[src/rtl/dcache_ctrl_m.sv]
`default_nettype none
// ============================================================================
//  Module   : dcache_ctrl_m
//  Purpose  : Direct-mapped, write-through, no-write-allocate data cache
//             controller. It sits between the ALU address path and a slow
//             backing data memory. Read hits answer in one cycle. Read misses
//             and all stores go out on a req/ack memory handshake, and the
//             processor is stalled while they are outstanding.
//  Revision : 1.0  initial release
// ----------------------------------------------------------------------------
//  Ports
//    clock       in   rising-edge clock
//    reset       in   asynchronous active-high reset
//    MemRead     in   load request (sampled in IDLE only)
//    MemWrite    in   store request (sampled in IDLE only, wins over MemRead)
//    addr        in   byte address; bits [1:0] are ignored
//    write_data  in   store data
//    read_data   out  load result, valid while done=1
//    stall       out  registered hold for PC and request
//    done        out  one-cycle completion pulse
//    mem_req     out  backing-memory request, held until mem_ack
//    mem_we      out  1 = write, 0 = read
//    mem_addr    out  word-aligned memory address
//    mem_wdata   out  memory write data
//    mem_rdata   in   fill data, valid with mem_ack
//    mem_ack     in   single-cycle acknowledge
//    hit_count   out  saturating read-hit counter
//    miss_count  out  saturating read-miss counter
// ============================================================================
module dcache_ctrl_m #(
    parameter int LINES = 16,   // power of two, at least 2
    parameter int DW    = 32
) (
    input  logic          clock,
    input  logic          reset,
    input  logic          MemRead,
    input  logic          MemWrite,
    input  logic [DW-1:0] addr,
    input  logic [DW-1:0] write_data,
    output logic [DW-1:0] read_data,
    output logic          stall,
    output logic          done,
    output logic          mem_req,
    output logic          mem_we,
    output logic [DW-1:0] mem_addr,
    output logic [DW-1:0] mem_wdata,
    input  logic [DW-1:0] mem_rdata,
    input  logic          mem_ack,
    output logic [15:0]   hit_count,
    output logic [15:0]   miss_count
);

    localparam int IW = $clog2(LINES);
    localparam int TW = DW - IW - 2;

    localparam logic [DW-1:0] c_WORD_MASK = {{(DW-2){1'b1}}, 2'b00};
    localparam logic [15:0]   c_CNT_MAX   = 16'hFFFF;

    localparam logic [1:0] S_IDLE  = 2'd0;
    localparam logic [1:0] S_RESP  = 2'd1;
    localparam logic [1:0] S_FILL  = 2'd2;
    localparam logic [1:0] S_WRITE = 2'd3;

    logic [1:0]       r_state;
    logic [LINES-1:0] r_valid;
    logic [TW-1:0]    r_tag  [LINES];
    logic [DW-1:0]    r_data [LINES];

    // Request-side lookup
    logic [IW-1:0] w_idx;
    logic [TW-1:0] w_tag;
    logic          w_hit;
    logic [DW-1:0] w_aligned;

    // The fill uses the latched miss address, not the live request address
    logic [IW-1:0] w_fill_idx;
    logic [TW-1:0] w_fill_tag;

    // Single write port into the tag/data arrays
    logic          w_arr_we;
    logic [IW-1:0] w_arr_idx;
    logic [TW-1:0] w_arr_tag;
    logic [DW-1:0] w_arr_data;

    assign w_idx      = addr[IW+1:2];
    assign w_tag      = addr[DW-1:IW+2];
    assign w_hit      = r_valid[w_idx] && (r_tag[w_idx] == w_tag);
    assign w_aligned  = addr & c_WORD_MASK;

    assign w_fill_idx = mem_addr[IW+1:2];
    assign w_fill_tag = mem_addr[DW-1:IW+2];

    assign done = (r_state == S_RESP);

    // A store that hits updates the word in the same cycle the write-through
    // request is issued. A store that misses leaves the arrays untouched, so
    // no line is allocated. That includes a store to a non-resident alias.
    always_comb begin
        w_arr_we   = 1'b0;
        w_arr_idx  = w_idx;
        w_arr_tag  = w_tag;
        w_arr_data = write_data;
        if (r_state == S_IDLE && MemWrite && w_hit) begin
            w_arr_we = 1'b1;
        end else if (r_state == S_FILL && mem_ack) begin
            w_arr_we   = 1'b1;
            w_arr_idx  = w_fill_idx;
            w_arr_tag  = w_fill_tag;
            w_arr_data = mem_rdata;
        end
    end

    // The tag/data arrays have no reset. Only the valid bits qualify them.
    always_ff @(posedge clock) begin
        if (w_arr_we) begin
            r_tag[w_arr_idx]  <= w_arr_tag;
            r_data[w_arr_idx] <= w_arr_data;
        end
    end

    always_ff @(posedge clock or posedge reset) begin
        if (reset) begin
            r_state    <= S_IDLE;
            r_valid    <= '0;
            read_data  <= '0;
            stall      <= 1'b0;
            mem_req    <= 1'b0;
            mem_we     <= 1'b0;
            mem_addr   <= '0;
            mem_wdata  <= '0;
            hit_count  <= '0;
            miss_count <= '0;
        end else begin
            case (r_state)
                S_IDLE: begin
                    if (MemWrite) begin
                        mem_req   <= 1'b1;
                        mem_we    <= 1'b1;
                        mem_addr  <= w_aligned;
                        mem_wdata <= write_data;
                        stall     <= 1'b1;
                        r_state   <= S_WRITE;
                    end else if (MemRead) begin
                        if (w_hit) begin
                            read_data <= r_data[w_idx];
                            r_state   <= S_RESP;
                            if (hit_count != c_CNT_MAX) begin
                                hit_count <= hit_count + 16'd1;
                            end
                        end else begin
                            mem_req  <= 1'b1;
                            mem_we   <= 1'b0;
                            mem_addr <= w_aligned;
                            stall    <= 1'b1;
                            r_state  <= S_FILL;
                            if (miss_count != c_CNT_MAX) begin
                                miss_count <= miss_count + 16'd1;
                            end
                        end
                    end
                end
                S_RESP: begin
                    // Requests still held by the processor are re-sampled in IDLE.
                    r_state <= S_IDLE;
                end
                S_FILL: begin
                    if (mem_ack) begin
                        r_valid[w_fill_idx] <= 1'b1;
                        read_data           <= mem_rdata;
                        mem_req             <= 1'b0;
                        stall               <= 1'b0;
                        r_state             <= S_RESP;
                    end
                end
                S_WRITE: begin
                    if (mem_ack) begin
                        mem_req <= 1'b0;
                        stall   <= 1'b0;
                        r_state <= S_RESP;
                    end
                end
                default: begin
                    r_state <= S_IDLE;
                end
            endcase
        end
    end

endmodule
`default_nettype wire

[config.mk]
export PLATFORM = sky130hd
export DESIGN_NAME = dcache_ctrl_m
export DESIGN_NICKNAME = d
export VERILOG_FILES = /design/src/rtl/dcache_ctrl_m.sv
export SDC_FILE = /design/constraint.sdc
export NUM_CORES = 1
export LEC_CHECK = 0
export BUFFER_PORTS_ARGS = -buffer_cell sky130_fd_sc_hd__buf_2
export CAP_MARGIN = 20
export CORE_MARGIN = 4
export CORE_UTILIZATION = 60
export DETAILED_ROUTE_END_ITERATION = 7
export PLACE_DENSITY = 0.79
export SYNTH_ARGS = -nofsm -noshare
export SYNTH_HDL_FRONTEND = slang
export SYNTH_SLANG_ARGS = --single-unit
[constraint.sdc]
create_clock -name clock -period 7.9 [get_ports clock]
set_input_delay 0.79 -clock clock [delete_from_list [all_inputs] [get_ports clock]]
set_output_delay 0.79 -clock clock [all_outputs]
set_load 0.03 [all_outputs]
Word-level counts from Yosys, hierarchy flattened
Memory sizes are Yosys's and may differ from the RTL's.
Index checks and enable logic that the tools add are counted.
Storage, ports and cells
  output and inout port bits: 132
  input port bits: 101
  memories: 2
  latch bits: 0
  register bits after elaboration: 148
  bits in read-only memories: 0
  memory bits (writable): 928
  logic and storage cells: 86
Cells by class
  multiplexer cells: 35
  reductions and logical operators: 18
  $mul: 0
  $add $sub $neg: 2
  div/mod/pow operators: 0
  bitwise gates (word level): 3
  magnitude comparators: 3
  shift-type cells: 0
  equality and inequality tests: 14
Memories
  r_data: words 16, bits a word 32, read ports 1, clocked after Yosys merged registers in 0, write ports 1, RTL line 67  | logic [DW-1:0] r_data [LINES];
  r_tag: words 16, bits a word 26, read ports 1, clocked after Yosys merged registers in 0, write ports 1, RTL line 66  | logic [TW-1:0] r_tag [LINES];
Operators by type and width (number)
  2-to-1 mux 32 bit: 9
  case mux 32 bit (2 select lines): 1
  2-to-1 mux 26 bit: 2
  adder 16 x 1 -> 16 bit (second input constant): 2
  inequality test 16 bit (second input constant): 2
  == test 26 bit: 1
  OR 16 bit: 1
  AND reduction 5 bit: 3
  2-to-1 mux 1 bit: 13
  < comparator 4 x 5 -> 1 bit (second input constant): 2
  inequality test 2 bit (second input constant): 5
  2-to-1 mux 2 bit: 4
  2-to-1 mux 4 bit: 2
  inequality test 3 bit (second input constant): 2
  case mux 2 bit (3 select lines): 1
  AND reduction 2 bit: 3
  nonzero test 2 bit: 3
  logical AND 1 bit: 5
  binary-select mux 1 bit (select 4 bit): 1
  demux 1 bit (select 4 bit): 1
  == test 2 bit (second input constant): 2
  >= comparator 4 x 1 -> 1 bit (second input constant): 1
  AND reduction 4 bit: 1
  AND reduction 3 bit: 1
  6 further kinds: 7

Depth between registers and ports, before layout
  depth after elaboration: 7
  depth in mapped cells: 16
  gate-level depth less buffers: 9

Worst setup path after synthesis
OpenSTA, ideal clock, no wires.
  kind: input-to-reg
  start point: input port addr[5]
  end point: memory r_data[0][0], enable pin
  setup time: 0.545 ns
  stages: 11
  buffers on the path: 3
  path slack: -0.108 ns
  data arrival time: 7.463 ns
  required time: 7.355 ns
  cell sequence: buf_2 -> buf_2 -> buf_2 -> mux4_2 -> mux4_2 -> xnor2_1 -> nand4_1 -> or4_4 -> nor4_4 -> a31oi_1 -> nor3_1
Between the ends
  word-level cells in the longest chain between the ends: 7
  elaborated cells on any way between the ends: 11
  classes of those cells: 1 x eq/ne; 7 x mux; 2 x reduce/logical; 1 x memory
RTL lines
  start: declaration: RTL line 38  | input logic [DW-1:0] addr,
  memory (16 x 26 bit) / binary-select mux 1 bit (select 4 bit) (equally long branches)
  == test 26 bit / 2-to-1 mux 1 bit (equally long branches): RTL line 87  | assign w_hit = r_valid[w_idx] && (r_tag[w_idx] == w_tag);
  logical AND 1 bit: RTL line 87
  logical AND 1 bit: RTL line 103  | if (r_state == S_IDLE && MemWrite && w_hit) begin
  2-to-1 mux 1 bit: RTL line 103
  2-to-1 mux 1 bit: RTL line 115  | if (w_arr_we) begin
  2-to-1 mux 1 bit (not written as such): RTL line 117  | r_data[w_arr_idx] <= w_arr_data;
  end: declaration: RTL line 67
Several ways; a longest one is shown, not always the timed one. The select of a mux whose other input is x is not followed.

Worst setup path after layout
  start point: input port addr[2]
  end point: memory r_tag[3][18] in the netlist's numbering, enable pin
Between the ends
  word-level cells in the longest chain between the ends: 7
  elaborated cells on any way between the ends: 11
  classes of those cells: 1 x eq/ne; 7 x mux; 2 x reduce/logical; 1 x memory
RTL lines
  memory (16 x 26 bit) / binary-select mux 1 bit (select 4 bit) (equally long branches)
  == test 26 bit / 2-to-1 mux 1 bit (equally long branches): RTL line 87
  logical AND 1 bit: RTL line 87
  logical AND 1 bit: RTL line 103
  2-to-1 mux 1 bit: RTL line 103
  2-to-1 mux 1 bit: RTL line 115
  2-to-1 mux 1 bit (not written as such): RTL line 116  | r_tag[w_arr_idx] <= w_arr_tag;
  end: declaration: RTL line 66
Several ways; a longest one is shown, not always the timed one. The select of a mux whose other input is x is not followed.

==> impl_metrics.py <==
metrics = {
    "clocking": {
        "path_clk_slew_ns": 0.06,
        "h-tree-depth": 3,
        "post_cts_buffers": 0,
        "clock_sinks": 1074,
        "cts_hold_buf": 0,
        "ctsRootBufferMaster": "clkbuf_16",
        "cts_buffers": 105,
        "clkLatencyLatePin_ns": 0.67,
        "post_cts_resize_count": 0,
        "cts_tree": "done",
        "clockBufferDepth": 3,
    },
    "critical_path": {
        "reg2reg_slack_ns": 3.03,
        "cp_top_family": "buffers and inverters",
        "worst_setup_path_end_kind": "register",
        "path_cells": "buf_8 -> buf_4 -> mux4_2 -> mux2i_1 -> mux2i_1 -> xnor2_1 -> nand4b_1 -> or4_4 -> nor4_4 -> a31oi_2 -> nor2_4 -> buf_4",
        "worst_setup_path_start_kind": "primary input",
        "worstPathArrival_ns": 6.08,
        "cp_slowest_cell": "buf_4",
        "worstPathMaxFanout": 75,
        "cp.required_ns": 8.21,
        "max_stage_delay_ns": 0.72,
        "path_buf_inv": 3,
        "crit_type": "primary input to register",
    },
    "status": {
        "outcome": "finished, final reports clean",
    },
    "logic_synthesis": {
        "synth_cells": 2199,
        "synth.area.top_cells": "edfxtp_1, mux4_2, dfrtp_1",
        "yosys.area.top_type": "edfxtp_1",
        "yosysSeqAreaShare_pct": 73.8,
        "synth_seq_cells": 1074,
        "ys_async_sr_fraction_pct": 13.6,
        "yosys-mux-area-fraction_pct": 17.9,
        "synth_top_family_by_area": "multiplexers",
        "syn_area_um2": 42700,
        "synth_compound_area_share_pct": 0.955,
        "synth_top_area_share_pct": 65.2,
        "synth_ff_type": "edfxtp_1",
        "synth-xor-area-share_pct": 1.35,
        "syn_area_per_cell_um2": 19.4,
        "synth_simple_gate_area_share_pct": 4.64,
        "yosys.area_share.adder_pct": 0.0586,
        "synth-edff-count": 928,
        "yosysUniqueCellTypes": 57,
        "yosysWarnings": 0,
    },
    "placed_design": {
        "port_buffers": 228,
        "gp_congestion": 0.859,
        "hpwl_mm": 54.7,
        "place_ws_ns": 1.51,
    },
    "die": {
        "die_x_um": 275,
        "start_util_pct": 60.8,
        "die_area_um2": 75600,
        "io_pins": 233,
        "die_height_um": 275,
        "core.rowCount": 97,
        "placeableCoreArea_um2": 70300,
    },
    "timing": {
        "fmax_ghz": 0.173,
        "whs_ns": 0.283,
        "slew_headroom_pct": 22.3,
        "finalMaxSlewViolations": 0,
        "fin_skew_ns": 0.0258,
        "setup_viol_count_final": 0,
        "finalSetupTns_ns": 0,
        "final_hold_viol_count": 0,
        "fin_crit_sh_pct": 73.1,
        "grt_setup_unrepaired": "no",
        "worst_pin_slew_ns": 1.16,
        "post-route-min-period_ns": 5.77,
        "fin_ws_ns": 2.13,
    },
    "drt": {
        "drc_errors": 0,
        "vias": 22800,
        "routed_wl_mm": 104,
        "vias_per_cell": 6.51,
        "ant_nets": 0,
        "dr.first_iter.drc_count": 3069,
        "wl_per_cell_um": 29.6,
        "dr.pass1.iters": 5,
    },
    "flow_run": {
        "max_cap_violations": 0,
    },
    "hold_path": {
        "min_path_type": "primary input to async pin",
    },
    "final_layout": {
        "area_delta_synth_final_pct": 13.9,
        "final_nets": 2574,
        "final_util_pct": 69.2,
        "layout_common_cells": "edfxtp_1, nand2_1, mux4_2",
        "drive_gt1_share_pct": 32.6,
        "layout_commonest_cell": "edfxtp_1",
    },
    "global_route": {
        "grt_pass1_wl_mm": 154,
        "track_usage_pct": 27.9,
        "grt_max_degree": 89,
        "gr-total-overflow": 0,
        "grt_pass1_vias": 23700,
        "antenna_found_initial": 3,
    },
    "pwr": {
        "leakagePower_nw": 17.1,
        "peakVddDrop_uv": 317,
        "powerDensity_nw_per_um2": 306,
        "fin_total_pwr_w": 0.0149,
    },
}
[cell families after synthesis]
| group | after synthesis |
|---|---|
| mux | 419 |
| simple gates | 460 |
| compound gates | 56 |
| buf+inv | 121 |
| flops | 1074 |
| other cells | 1 |
| fa+ha+maj | 2 |
| xor+xnor | 66 |
[cell type report]
cell class                 instances  area [um^2]
antenna                            1         2.50
clock buffer                     141         2910
clock inverter                    56          542
fill                            4086        21600
inverter                           6         28.8
multi-input combinational       1005        10800
sequential                      1074        31500
tap                              940         1180
timing repair buffer             279         1650
[synthesized netlist by cell type (26+ instances only)]
cell	number
xor2_1	26
xnor2_1	40
buf_2	28
clkbuf_1	42
buf_1	28
nand2_1	314
edfxtp_1	928
dfrtp_1	146
mux4_2	265
mux2_2	103
mux2i_1	44
nor2_1	40
[final timing paths]
kind / endpoint / startpoint / cells after the start
max reg2reg: r_tag[3][18] / r_tag[7][20] / 10
max in group asynchronous: read_data[7] / reset / 3
min in group clock: mem_wdata[4] / write_data[4] / 2
max: r_tag[3][18] / addr[2] / 12
min: miss_count[4] / reset / 2
min reg2reg: r_valid[0] / r_valid[0] / 1
[layer usage]
| metal | vias up | share of wire (%) | routed length, um | global-route usage [%] |
|---|---|---|---|---|
| met1 | 11900 | 37 | 38200 | 39.3 |
| li1 | 9270 | - | - | - |
| met5 | - | 0.026 | 27 | 0 |
| met2 | 1405 | 51 | 52800 | 46.4 |
| met4 | 4 | 2.7 | 2790 | 8.23 |
| met3 | 217 | 9.5 | 9860 | 4.40 |
[report_power, final]
| part | switching (W) | internal [W] | total, W |
|---|---|---|---|
| Sequential | 0.000262 | 0.00692 | 0.00719 |
| Combinational | 0.00186 | 0.000864 | 0.00272 |
| Clock | 0.00211 | 0.00288 | 0.00499 |
| Total | 0.00423 | 0.0107 | 0.0149 |
[per-stage QoR]
stage / instances / area [um^2]
global route: 3501 / 48700
global placement: 3303 / 45200
floorplan: 2200 / 42700
detailed placement: 3303 / 45200
CTS: 3500 / 48600
finish: 3502 / 48700
[flip-flops by register name, summed over array words and instances (netlist names)]
name        count
mem_wdata      32
miss_count     16
mem_req         1
hit_count      16
r_tag         416
mem_addr       30
r_state         2
mem_we          1
r_data        512
r_valid        16
read_data      32
Power figures use the tool's default switching activity.
